<file path="config.mk">
export PLATFORM = sky130hd
export DESIGN_NAME = if_prefetch_queue_flat
export DESIGN_NICKNAME = d
export VERILOG_FILES = /design/src/rtl/if_prefetch_queue_if.sv /design/src/rtl/if_prefetch_queue.sv /design/src/flat_wrapper.sv
export SDC_FILE = /design/constraint.sdc
export NUM_CORES = 1
export LEC_CHECK = 0
export ABC_AREA = 1
export CAP_MARGIN = 10
export CORE_MARGIN = 3
export CORE_UTILIZATION = 55
export DETAILED_ROUTE_END_ITERATION = 12
export HOLD_SLACK_MARGIN = 0.15
export PLACE_DENSITY_LB_ADDON = 0.15
export SYNTH_ARGS = -nofsm -noshare
export SYNTH_HDL_FRONTEND = slang
export SYNTH_SLANG_ARGS = --single-unit
</file>
<file path="constraint.sdc">
create_clock -name CLK -period 5.6 [get_ports CLK]
set_clock_uncertainty 0.2 [all_clocks]
set_input_delay 1.12 -clock CLK [delete_from_list [all_inputs] [get_ports CLK]]
set_output_delay 1.12 -clock CLK [all_outputs]
set_load 0.01 [all_outputs]
</file>
<file path="src/rtl/if_prefetch_queue_if.sv">
// Fetch-side bundle for if_prefetch_queue: instruction-memory request/response,
// redirect from EXE and the instruction hand-off to ID.
// master: the prefetch queue itself. slave: the surrounding memory/pipeline.
interface if_prefetch_queue_if;
    logic        imem_req_valid;
    logic        imem_req_ready;
    logic [31:0] imem_req_addr;
    logic        imem_rsp_valid;
    logic [31:0] imem_rsp_data;
    logic        redirect;
    logic [31:0] redirect_pc;
    logic        id_valid;
    logic        id_ready;
    logic [31:0] id_pc;
    logic [31:0] id_instr;

    modport master (
        output imem_req_valid, imem_req_addr, id_valid, id_pc, id_instr,
        input  imem_req_ready, imem_rsp_valid, imem_rsp_data, redirect, redirect_pc, id_ready
    );

    modport slave (
        input  imem_req_valid, imem_req_addr, id_valid, id_pc, id_instr,
        output imem_req_ready, imem_rsp_valid, imem_rsp_data, redirect, redirect_pc, id_ready
    );
endinterface

</file>
<file path="src/rtl/if_prefetch_queue.sv">
// Instruction prefetch queue: issues sequential word fetches, buffers in-order
// responses with their PCs and presents them to ID. A redirect flushes the
// queue and drops every response still in flight.
// Optional feature: define IF_PQ_BYPASS_EN to forward a response straight to ID
// in its arrival cycle when the queue is empty.
module if_prefetch_queue #(
    parameter int unsigned DEPTH    = 4,
    parameter logic [31:0] RESET_PC = 32'h0000_0000
) (
    input logic                  CLK,
    input logic                  Reset,
    if_prefetch_queue_if.master  bus
);
    localparam int unsigned PtrW = $clog2(DEPTH);
    localparam int unsigned CntW = PtrW + 1;
    localparam logic [CntW:0] DepthW = (CntW + 1)'(DEPTH);

    logic [31:0]     fetch_pc_q, fetch_pc_d;
    logic [31:0]     resp_pc_q, resp_pc_d;
    logic [CntW-1:0] count_q, count_d;
    logic [CntW-1:0] outst_q, outst_d;
    logic [CntW-1:0] drop_q, drop_d;
    logic [PtrW-1:0] rptr_q, rptr_d;
    logic [PtrW-1:0] wptr_q, wptr_d;
    logic [63:0]     mem_q [DEPTH];

    logic        q_empty;
    logic        req_fire;
    logic        rsp_keep;
    logic        rsp_drop;
    logic        bypass;
    logic        enq;
    logic        deq;
    logic [31:0] redirect_tgt;

    assign redirect_tgt = {bus.redirect_pc[31:2], 2'b00};
    assign q_empty      = (count_q == '0);

    // Buffered plus in-flight never exceeds DEPTH, so a response always has a slot.
    assign bus.imem_req_valid = Reset && !bus.redirect &&
                                (({1'b0, count_q} + {1'b0, outst_q}) < DepthW);
    assign bus.imem_req_addr  = fetch_pc_q;
    assign req_fire           = bus.imem_req_valid && bus.imem_req_ready;

    assign rsp_drop = bus.imem_rsp_valid && (drop_q != '0);
    assign rsp_keep = bus.imem_rsp_valid && (drop_q == '0) && !bus.redirect;

`ifdef IF_PQ_BYPASS_EN
    assign bypass = rsp_keep && q_empty;
`else
    assign bypass = 1'b0;
`endif

    assign bus.id_valid = Reset && !bus.redirect && (!q_empty || bypass);
    assign bus.id_pc    = bypass ? resp_pc_q          : mem_q[rptr_q][63:32];
    assign bus.id_instr = bypass ? bus.imem_rsp_data  : mem_q[rptr_q][31:0];

    assign deq = bus.id_valid && bus.id_ready && !q_empty;
    // A bypassed response consumed by ID this cycle never lands in the queue.
    assign enq = rsp_keep && !(bypass && bus.id_ready);

    // Next-state for PCs, occupancy, in-flight/drop counters and pointers.
    always_comb begin
        fetch_pc_d = fetch_pc_q;
        resp_pc_d  = resp_pc_q;
        count_d    = count_q;
        outst_d    = outst_q;
        drop_d     = drop_q;
        rptr_d     = rptr_q;
        wptr_d     = wptr_q;
        if (bus.redirect) begin
            fetch_pc_d = redirect_tgt;
            resp_pc_d  = redirect_tgt;
            count_d    = '0;
            rptr_d     = '0;
            wptr_d     = '0;
            // Everything still in flight after this cycle belongs to the old path.
            outst_d    = outst_q - CntW'(bus.imem_rsp_valid);
            drop_d     = outst_d;
        end else begin
            if (req_fire) fetch_pc_d = fetch_pc_q + 32'd4;
            if (rsp_keep) resp_pc_d = resp_pc_q + 32'd4;
            if (enq) wptr_d = wptr_q + PtrW'(1);
            if (deq) rptr_d = rptr_q + PtrW'(1);
            count_d = count_q + CntW'(enq) - CntW'(deq);
            outst_d = outst_q + CntW'(req_fire) - CntW'(bus.imem_rsp_valid);
            if (rsp_drop) drop_d = drop_q - CntW'(1);
        end
    end

    // Control state register with asynchronous active-low reset.
    always_ff @(posedge CLK or negedge Reset) begin
        if (!Reset) begin
            fetch_pc_q <= RESET_PC;
            resp_pc_q  <= RESET_PC;
            count_q    <= '0;
            outst_q    <= '0;
            drop_q     <= '0;
            rptr_q     <= '0;
            wptr_q     <= '0;
        end else begin
            fetch_pc_q <= fetch_pc_d;
            resp_pc_q  <= resp_pc_d;
            count_q    <= count_d;
            outst_q    <= outst_d;
            drop_q     <= drop_d;
            rptr_q     <= rptr_d;
            wptr_q     <= wptr_d;
        end
    end

    // Entry storage {pc, instr}; contents are qualified by count, so no reset.
    always_ff @(posedge CLK) begin
        if (enq) mem_q[wptr_q] <= {resp_pc_q, bus.imem_rsp_data};
    end
endmodule

</file>
<file path="src/flat_wrapper.sv">
// flat-port wrapper written by rule: the top's interface ports become plain ports
module if_prefetch_queue_flat 
#(
    parameter int unsigned DEPTH    = 4,
    parameter logic [31:0] RESET_PC = 32'h0000_0000
)
  (CLK, Reset, bus_imem_req_valid, bus_imem_req_addr, bus_id_valid, bus_id_pc, bus_id_instr, bus_imem_req_ready, bus_imem_rsp_valid, bus_imem_rsp_data, bus_redirect, bus_redirect_pc, bus_id_ready);
  if_prefetch_queue_if bus_i ();
  input logic CLK;
  input logic Reset;
  output wire logic [$bits(bus_i.imem_req_valid)-1:0] bus_imem_req_valid;
  output wire logic [$bits(bus_i.imem_req_addr)-1:0] bus_imem_req_addr;
  output wire logic [$bits(bus_i.id_valid)-1:0] bus_id_valid;
  output wire logic [$bits(bus_i.id_pc)-1:0] bus_id_pc;
  output wire logic [$bits(bus_i.id_instr)-1:0] bus_id_instr;
  input wire logic [$bits(bus_i.imem_req_ready)-1:0] bus_imem_req_ready;
  input wire logic [$bits(bus_i.imem_rsp_valid)-1:0] bus_imem_rsp_valid;
  input wire logic [$bits(bus_i.imem_rsp_data)-1:0] bus_imem_rsp_data;
  input wire logic [$bits(bus_i.redirect)-1:0] bus_redirect;
  input wire logic [$bits(bus_i.redirect_pc)-1:0] bus_redirect_pc;
  input wire logic [$bits(bus_i.id_ready)-1:0] bus_id_ready;
  assign bus_imem_req_valid = bus_i.imem_req_valid;
  assign bus_imem_req_addr = bus_i.imem_req_addr;
  assign bus_id_valid = bus_i.id_valid;
  assign bus_id_pc = bus_i.id_pc;
  assign bus_id_instr = bus_i.id_instr;
  assign bus_i.imem_req_ready = bus_imem_req_ready;
  assign bus_i.imem_rsp_valid = bus_imem_rsp_valid;
  assign bus_i.imem_rsp_data = bus_imem_rsp_data;
  assign bus_i.redirect = bus_redirect;
  assign bus_i.redirect_pc = bus_redirect_pc;
  assign bus_i.id_ready = bus_id_ready;
  if_prefetch_queue #(.DEPTH(DEPTH), .RESET_PC(RESET_PC)) u_core (.CLK(CLK), .Reset(Reset), .bus(bus_i));
endmodule
</file>
Yosys cells after proc, flatten, opt, wreduce, memory -nomap -nowiden
Memory sizes are Yosys's and may differ from the RTL's.
Cells that the tools add are included.
- memories kept: 1
- memory bits (writable): 256
- register bits: 77
- output and inout bits: 98
- latch bits: 0
- word-level logic and storage cells: 52
- bits in read-only memories: 0
- input port bits: 70
- multipliers: 0
- reductions and logical operators: 18
- bitwise logic cells: 0
- muxes and demuxes: 14
- $add $sub $neg: 11
- equal/unequal tests: 0
- order comparisons: 1
- divide/modulo/power cells: 0
- shift operators: 0
- memories (memory ; depth ; bits a word ; read ports ; clocked after Yosys merged registers in ; wr ports ; line ; source):
    u_core.mem_q ; 4 ; 64 ; 1 ; 0 ; 1 ; if_prefetch_queue.sv:25 ; logic [63:0] mem_q [DEPTH];
- operators with widths (operator ; number):
    $mux W32 ; 4
    $add A32 B3 Y32 const B ; 2
    $mux W3 ; 4
    $logic_and A1 B1 Y1 ; 9
    $sub A3 B1 Y3 ; 3
    $mux W2 ; 4
    $reduce_bool A2 Y1 ; 4
    $add A3 B1 Y3 ; 2
    $logic_not A3 Y1 ; 2
    $add A2 B1 Y2 const B ; 2
    $add A3 B3 Y4 ; 1
    $lt A4 B3 Y1 const B ; 1
    $reduce_bool A3 Y1 ; 1
    $sub A3 B1 Y3 const B ; 1
    $logic_not A1 Y1 ; 2
    $mux W1 ; 2

Longest topological paths before layout
Gate-level depths: netlist (run 1).
- word-level depth: 7
- depth in mapped cells: 13
- gate-level depth less buffers: 12

Least setup slack after synthesis (run 1)
No wires, ideal clock.
- path type: input -> register
- from: input port bus_redirect
- to: memory u_core.mem_q[0][0], enable pin
- stages: 5
- slack: 668 ps
- setup time: 482 ps
- path buffers: 2
- arrival time: 4250 ps
- cell sequence: buf_2 -> nor2_1 -> clkbuf_8 -> inv_1 -> nor2_1
- word-level cells in the longest chain between the ends: 4
- RTL lines (element ; line ; source):
    start, declared ; flat_wrapper.sv:19 ; input wire logic [$bits(bus_i.redirect)-1:0] bus_redirect;
    $logic_not A1 Y1 ; if_prefetch_queue.sv:46 ; assign rsp_keep = bus.imem_rsp_valid && (drop_q == '0) && !bus.redirect;
    $logic_and A1 B1 Y1 ; if_prefetch_queue.sv:46 ;
    $mux W1 ; if_prefetch_queue.sv:114 ; if (enq) mem_q[wptr_q] <= {resp_pc_q, bus.imem_rsp_data};
    $mux W1 (implied by the code) ; if_prefetch_queue.sv:114 ;
    end, declared ; if_prefetch_queue.sv:25 ;
No other way between the ends.

Worst setup path in the final report (run 1)
- from: register u_core.rptr_q[0]
- to: output port bus_id_pc[11]
- word-level cells in the longest chain between the ends: 1
- RTL lines (element ; line ; source):
    start, declared ; if_prefetch_queue.sv:23 ; logic [PtrW-1:0] rptr_q, rptr_d;
    start signal, assigned ; if_prefetch_queue.sv:107 ; rptr_q <= rptr_d;
    $mem_v2 Z4 W64 ; n/a ;
    end, declared ; flat_wrapper.sv:14 ; output wire logic [$bits(bus_i.id_pc)-1:0] bus_id_pc;
No other way between the ends.

==> metrics.md, run 1 <==
| Metric | Value |
|---|---|
| Number of global-route vias before repair | `9978` |
| Worst path required time | `4.28 ns` |
| Drt wl/cell | `17.2 um` |
| GPL Wtd Cong | `0.870` |
| Hold crit path type | `in2async` |
| # resized after CTS | `0` |
| Worst Setup SP | `u_core.rptr_q[0]` |
| Largest net degree at the start of global routing | `114` |
| Unrepaired setup endpoints after global routing | `no` |
| Clk Latency, worst-skew pair | `0.55 ns` |
| Worst Path Max Fanout | `113` |
| Tmin final | `4.45 ns` |
| Worst slack, placed | `1.18 ns` |
| DRT antenna net count | `0` |
| Count leader, synth | `edfxtp_1` |
| Vias per cell | `5.54` |
| DRT iter0 DRCs | `799` |
| CTS tree | `yes` |
| Setup violators final | `0` |
| First-pass GRT wire length | `50700 um` |
| Diodes inserted | `0` |
| Most frequent cells after synthesis | `248 x edfxtp_1, 217 x nand2_1, 197 x nor2_1` |
| Max Slew Vio Count | `0` |
| Area growth syn-to-layout | `21.0%` |
| Static Leak | `6.47 nW` |
| Asr flop ratio synth | `0.227` |
| GRT overflow | `0` |
| Status | `finished clean` |
| Slew headroom | `0.251` |
| Crit Path Category | `reg2out` |
| Post-synth design cell area | `0.0143 sq mm` |
| Multi-input logic area | `0.00435 sq mm` |
| Vias | `10200` |
| R2R Path Start | `u_core.count_q[1]` |
| YS warnings | `0` |
| Die width | `167 um` |
| Post-route setup TNS | `0 ns` |
| Mean post-synth cell area | `10.6 sq um` |
| Die Y | `167 um` |
| CTS sink count | `321` |
| Top cells by area, synth | `edfxtp_1 52%, dfrtp_1 13%, o21ai_0 5.7%` |
| Final hold vios | `0` |
| Layout net count | `1583` |
| Die area | `0.0279 sq mm` |
| Max Root-Sink Buffers | `3` |
| Core area | `0.0253 sq mm` |
| 1st-pass router iterations | `5` |
| I/O Buffers | `161` |
| Critical path endpoint | `bus_id_pc[11]` |
| FF-to-FF path depth | `11` |
| Worst Path Arrival | `3.13 ns` |
| Routed WL | `31800 um` |
| FF+latch area | `0.00928 sq mm` |
| Power Density | `344 mW/mm^2` |
| Initial antenna violation count | `0` |
| Clk slew on worst S/H paths | `0.06 ns` |
| Number of synthesized flops with an enable pin | `248` |
| Top cell type's share of synthesized area | `0.522` |
| Initial Util | `0.563` |
| CP Launch Type | `register` |
| VDD IR max | `0.232 mV` |
| Biggest area consumer among synthesized cells | `edfxtp_1` |
| Worst-margin pin slew | `1.12 ns` |
| Final worst slack | `1.15 ns` |
| Row count | `58` |
| Setup Buffers After CTS | `0` |
| Ratio of cells with drive above 1 in the final layout | `0.0737` |
| Fin crit share | `0.795` |
| Ports | `168` |
| Share of the yosys chip area belonging to registers | `0.650` |
| Peak Freq | `0.225 GHz` |
| Count of cell types in the netlist | `45` |
| Syn Inst Count | `1347` |
| Total Routing Usage GR | `0.224` |
| Crit. End Element | `primary output` |
| CTS buffer count | `31` |
| Yosys reg bits | `321` |
| Reg2reg end | `u_core.outst_q[2]` |
| Clock H-tree levels | `1` |
| Filler cells | `1949` |
| DP HPWL | `19700 um` |
| DRC violations left | `0` |
| Ys flop type | `edfxtp_1` |
| Max cap viols | `0` |
| Reg2Reg Setup Slack | `2.04 ns` |
| Clk Tree Root Cell | `clkbuf_16` |
| Hold WS | `0.259 ns` |
| Cts hold-fix bufs | `0` |
[worst min path at each step]
stage / start / to / slack [ns] / cells after the start
6_report: Reset / u_core.bus.imem_req_addr[22] / 0.26 / 1
5_1_grt: Reset / u_core.bus.imem_req_addr[22] / 0.26 / 1
4_1_cts: Reset / u_core.bus.imem_req_addr[22] / 0.25 / 1
3_5_place_dp: u_core.drop_q[1] / u_core.drop_q[1] / 0.36 / 2
3_3_place_gp: u_core.drop_q[1] / u_core.drop_q[1] / 0.34 / 2
2_1_floorplan: u_core.resp_pc_q[28] / u_core.mem_q[0][60] / 0.30 / 0
[layout make-up]
| cell class | instances | share of cell area |
|---|---|---|
| sequential | 321 | 0.538 |
| multi-input combinational | 864 | 0.252 |
| timing repair buffer | 176 | 0.103 |
| clock buffer | 44 | 0.0495 |
| tap | 330 | 0.0239 |
| inverter | 101 | 0.0221 |
| clock inverter | 13 | 0.0120 |
[power breakdown]
group	internal, mW	switching, mW
combinational	0.373	0.478
sequential	2.76	0.185
clock	1.29	0.843
[critical path: stages (launching register included)]
cell and delay [ns]:
dfrtp_4 0.50, buf_4 0.84, o21ai_0 0.26, o22ai_1 0.32, clkdlybuf4s50_1 0.60
[metrics by stage]
step                cell area, sq um  power (mW)  utilization  cells
floorplan                      14300        3.44            -   1350
global placement               16200        3.81        0.640   1792
detailed placement             16200        3.84        0.640   1792
CTS                            17300        5.97        0.681   1849
global route                   17300        6.19        0.681   1849
finish                         17300        5.93        0.681   1849
[registers in the layout, summed over array words and instances (netlist names)]
register	count
u_core.bus.imem_req_addr	30
u_core.drop_q	3
u_core.mem_q	248
u_core.resp_pc_q	30
u_core.count_q	3
u_core.rptr_q	2
u_core.wptr_q	2
u_core.outst_q	3
[metal layers]
layer | vias up | track usage | part of all wire
met1 | 4878 | 0.305 | 0.42
met2 | 359 | 0.382 | 0.49
li1 | 4960 | - | -
met5 | - | 0 | 0
met3 | 52 | 0.0266 | 0.063
met4 | 0 | 0.0674 | 0.025
[placed cells by master (no fill, tap or decap), types with 10 or more instances in the layout]
cell type and n:
edfxtp_1 248, nor2_1 193, xor2_1 12, inv_1 91, clkdlybuf4s50_1 160, o211ai_1 13, dfrtp_1 71, nor2_4 14
buf_4 12, nand4_1 12, nand2_1 217, ha_1 16, o21ai_0 163, nand3_1 80, clkbuf_1 10, clkbuf_16 31
o22ai_1 62, a21oi_1 15, nand2_2 10
[logic make-up (layout without fill, tap and decap cells)]
group	Yosys count	in the layout	synth area share
AOI/OAI and AO/OA	277	277	0.108
other	1	4	0.000263
xor gates and xnor gates	16	16	0.00983
adders and majority gates	18	18	0.0168
DFF	321	321	0.650
and+or+nand+nor	549	549	0.167
buffers and inverters	165	334	0.0475
No activity file was read; power rests on OpenSTA's default activity.
==> run 2, diff against run 1 <==
clock period = 4.3 ns   (was 5.6 ns; I/O delays follow)
==> metrics.md, run 2 (same netlist as run 1, synthesis figures left out) <==
| Metric | Value |
|---|---|
| FF-to-FF path depth | `7 (-4)` |
| Largest Register | `u_core.mem_q` |
| Sequential share of power | `0.500 (+0.004)` |
| Ratio of cells with drive above 1 in the final layout | `0.0788 (+0.00509)` |
| Filler cells | `1870 (-4.1%)` |
| Area growth syn-to-layout | `21.3%` |
| Reg2Reg Setup Slack | `1.60 ns (-0.44 ns)` |
| Final hold vios | `0 (unchanged)` |
| Die width | `167 um (unchanged)` |
| Initial Util | `0.563 (unchanged)` |
| Hold Path Depth | `1` |
| DRT antenna net count | `0 (unchanged)` |
| Most frequent cells in the layout | `248 x edfxtp_1, 217 x nand2_1, 193 x nor2_1` |
| Peak Freq | `0.266 GHz` |
| Setup violators final | `0 (unchanged)` |
| Total Routing Usage GR | `0.226 (+0.00147)` |
| # resized after CTS | `0 (unchanged)` |
| GPL Wtd Cong | `0.896 (+3.0%)` |
| Die area | `0.0279 sq mm (unchanged)` |
| Number of global-route vias before repair | `9923 (-0.55%)` |
| Sw Pwr | `2.00 mW (+33%)` |
| VDD IR max | `0.247 mV (+6.4%)` |
| DRC violations left | `0 (unchanged)` |
| Sw frac | `0.261 (+0.00689)` |
| Slew headroom | `0.361 (+0.110)` |
| R2R Path Start | `u_core.drop_q[0]` |
| Largest register FFs | `248 (unchanged)` |
| Layout net count | `1597 (+0.88%)` |
| DP HPWL | `20400 um (+3.4%)` |
| Proportion of power drawn by combinational gates | `0.145 (+0.002)` |
| FF+latch area | `0.00928 sq mm (unchanged)` |
| Clock H-tree levels | `2 (+1)` |
| Power Density | `443 mW/mm^2 (+29%)` |
| Unrepaired setup endpoints after global routing | `no` |
| Setup Buffers After CTS | `0 (unchanged)` |
| I/O Buffers | `161 (unchanged)` |
| Total chip power | `7.67 mW (+29%)` |
| DRT iter0 DRCs | `750 (-6.1%)` |
| Worst Path Max Fanout | `80 (-29%)` |
| Clk Latency, worst-skew pair | `0.51 ns (-0.04 ns)` |
| Crit. End Element | `primary output` |
| Max Slew Vio Count | `0 (unchanged)` |
| Hold crit path type | `reg2reg` |
| Hold_sp | `u_core.bus.imem_req_addr[2]` |
| Reg2reg end | `u_core.mem_q[1][10]` |
| Int Pwr | `5.67 mW (+28%)` |
| First-pass GRT wire length | `50800 um (+0.19%)` |
| Core area | `0.0253 sq mm (unchanged)` |
| Cts hold-fix bufs | `1 (+1)` |
| Crit Path Category | `reg2out` |
| Commonest non-fill, non-tap cell in the layout | `edfxtp_1` |
| Clk slew on worst S/H paths | `0.06 ns (about the same)` |
| Die Y | `167 um (unchanged)` |
| Max cap viols | `0 (unchanged)` |
| Diodes inserted | `0 (unchanged)` |
| Drt wl/cell | `17.2 um (about the same)` |
| 1st-pass router iterations | `5 (unchanged)` |
| Worst-margin pin slew | `0.959 ns (-0.165 ns)` |
| Clk pwr share | `0.355 (-0.005)` |
| Vias | `10200 (-0.039%)` |
| Vias per cell | `5.49 (-0.90%)` |
| CTS buffer count | `34 (+9.7%)` |
| CTS tree | `yes` |
| Initial antenna violation count | `0 (unchanged)` |
| Worst Hold Endpoint | `u_core.bus.imem_req_addr[2]` |
| GRT overflow | `0 (unchanged)` |
| Tmin final | `3.76 ns` |
| Fin crit share | `0.874` |
| Clk Tree Root Cell | `clkbuf_16` |
| End-of-flow core utilization | `0.683 (+0.00168)` |
| Routed WL | `32100 um (+0.88%)` |
| Multi-input logic area | `0.00435 sq mm (unchanged)` |
| Status | `finished clean` |
| Worst Path Arrival | `2.70 ns (-0.43 ns)` |
| CP Launch Type | `register` |
| Worst path required time | `3.24 ns (-1.04 ns)` |
| Max Root-Sink Buffers | `3 (unchanged)` |
| Row count | `58 (unchanged)` |
| CTS sink count | `321 (unchanged)` |
| Ports | `168 (unchanged)` |
| Largest net degree at the start of global routing | `81 (-29%)` |
| Static Leak | `6.52 nW (+0.78%)` |
[run 2: changes by cell type in the layout (fill, tap and decap cells not counted), sizes merged, moves of 2 or more]
cell and delta:
buf +10, bufinv -3, clkbuf -2, clkinv +11
clkinvlp -2
[run 2: how the worst max path moves through the flow]
stage                            start                  end  slack, ns
floorplan                 bus_redirect   u_core.mem_q[0][0]      -0.37
global placement    bus_imem_rsp_valid  u_core.mem_q[1][61]       0.81
detailed placement  bus_imem_rsp_valid  u_core.mem_q[1][58]       0.83
CTS                   u_core.rptr_q[0]        bus_id_pc[12]       0.54
global route          u_core.rptr_q[0]        bus_id_pc[11]       0.43
finish                u_core.rptr_q[0]        bus_id_pc[11]       0.54
[run 2: final cells by class]
class | instances | share of cell area
multi-input cells | 864 | 0.252
flip-flops and latches | 321 | 0.536
repair buffers | 187 | 0.106
clock inverters | 20 | 0.00940
clock buffers | 42 | 0.0509
inverters | 101 | 0.0221
well taps | 330 | 0.0239
[run 2: power by group through the flow]
stage	logic [mW]	clock network [mW]	registers (mW)
3_3_place_gp	1.09	0	3.88
6_report	1.11	2.72	3.84
2_1_floorplan	0.635	0	3.84
5_1_grt	1.25	2.90	3.87
3_5_place_dp	1.12	0	3.89
4_1_cts	1.12	2.76	3.83
[run 2: critical path: stages (launching register included)]
cell             delay, ns
dfrtp_4               0.42
buf_4                 0.59
o21ai_0               0.20
o22ai_1               0.34
clkdlybuf4s50_1       0.60
[run 2: per-layer routing]
metal / vias up / global-route usage / wire [um]
li1: 4994 / - / -
met1: 4827 / 0.302 / 13700
met2: 368 / 0.373 / 15500
met3: 56 / 0.0385 / 2050
met4: 0 / 0.0872 / 835
met5: - / 0 / 0
[run 2: stage by stage]
step	hold slack, ns	cells	setup TNS, ns	instance area [sq um]	setup slack (ns)
floorplan	0.296	1350	-92.37	14300	-0.372
global placement	0.358	1802	0	16200	0.811
detailed placement	0.371	1802	0	16200	0.826
CTS	0.383	1865	0	17300	0.543
global route	0.406	1865	0	17300	0.431
finish	0.382	1865	0	17300	0.542
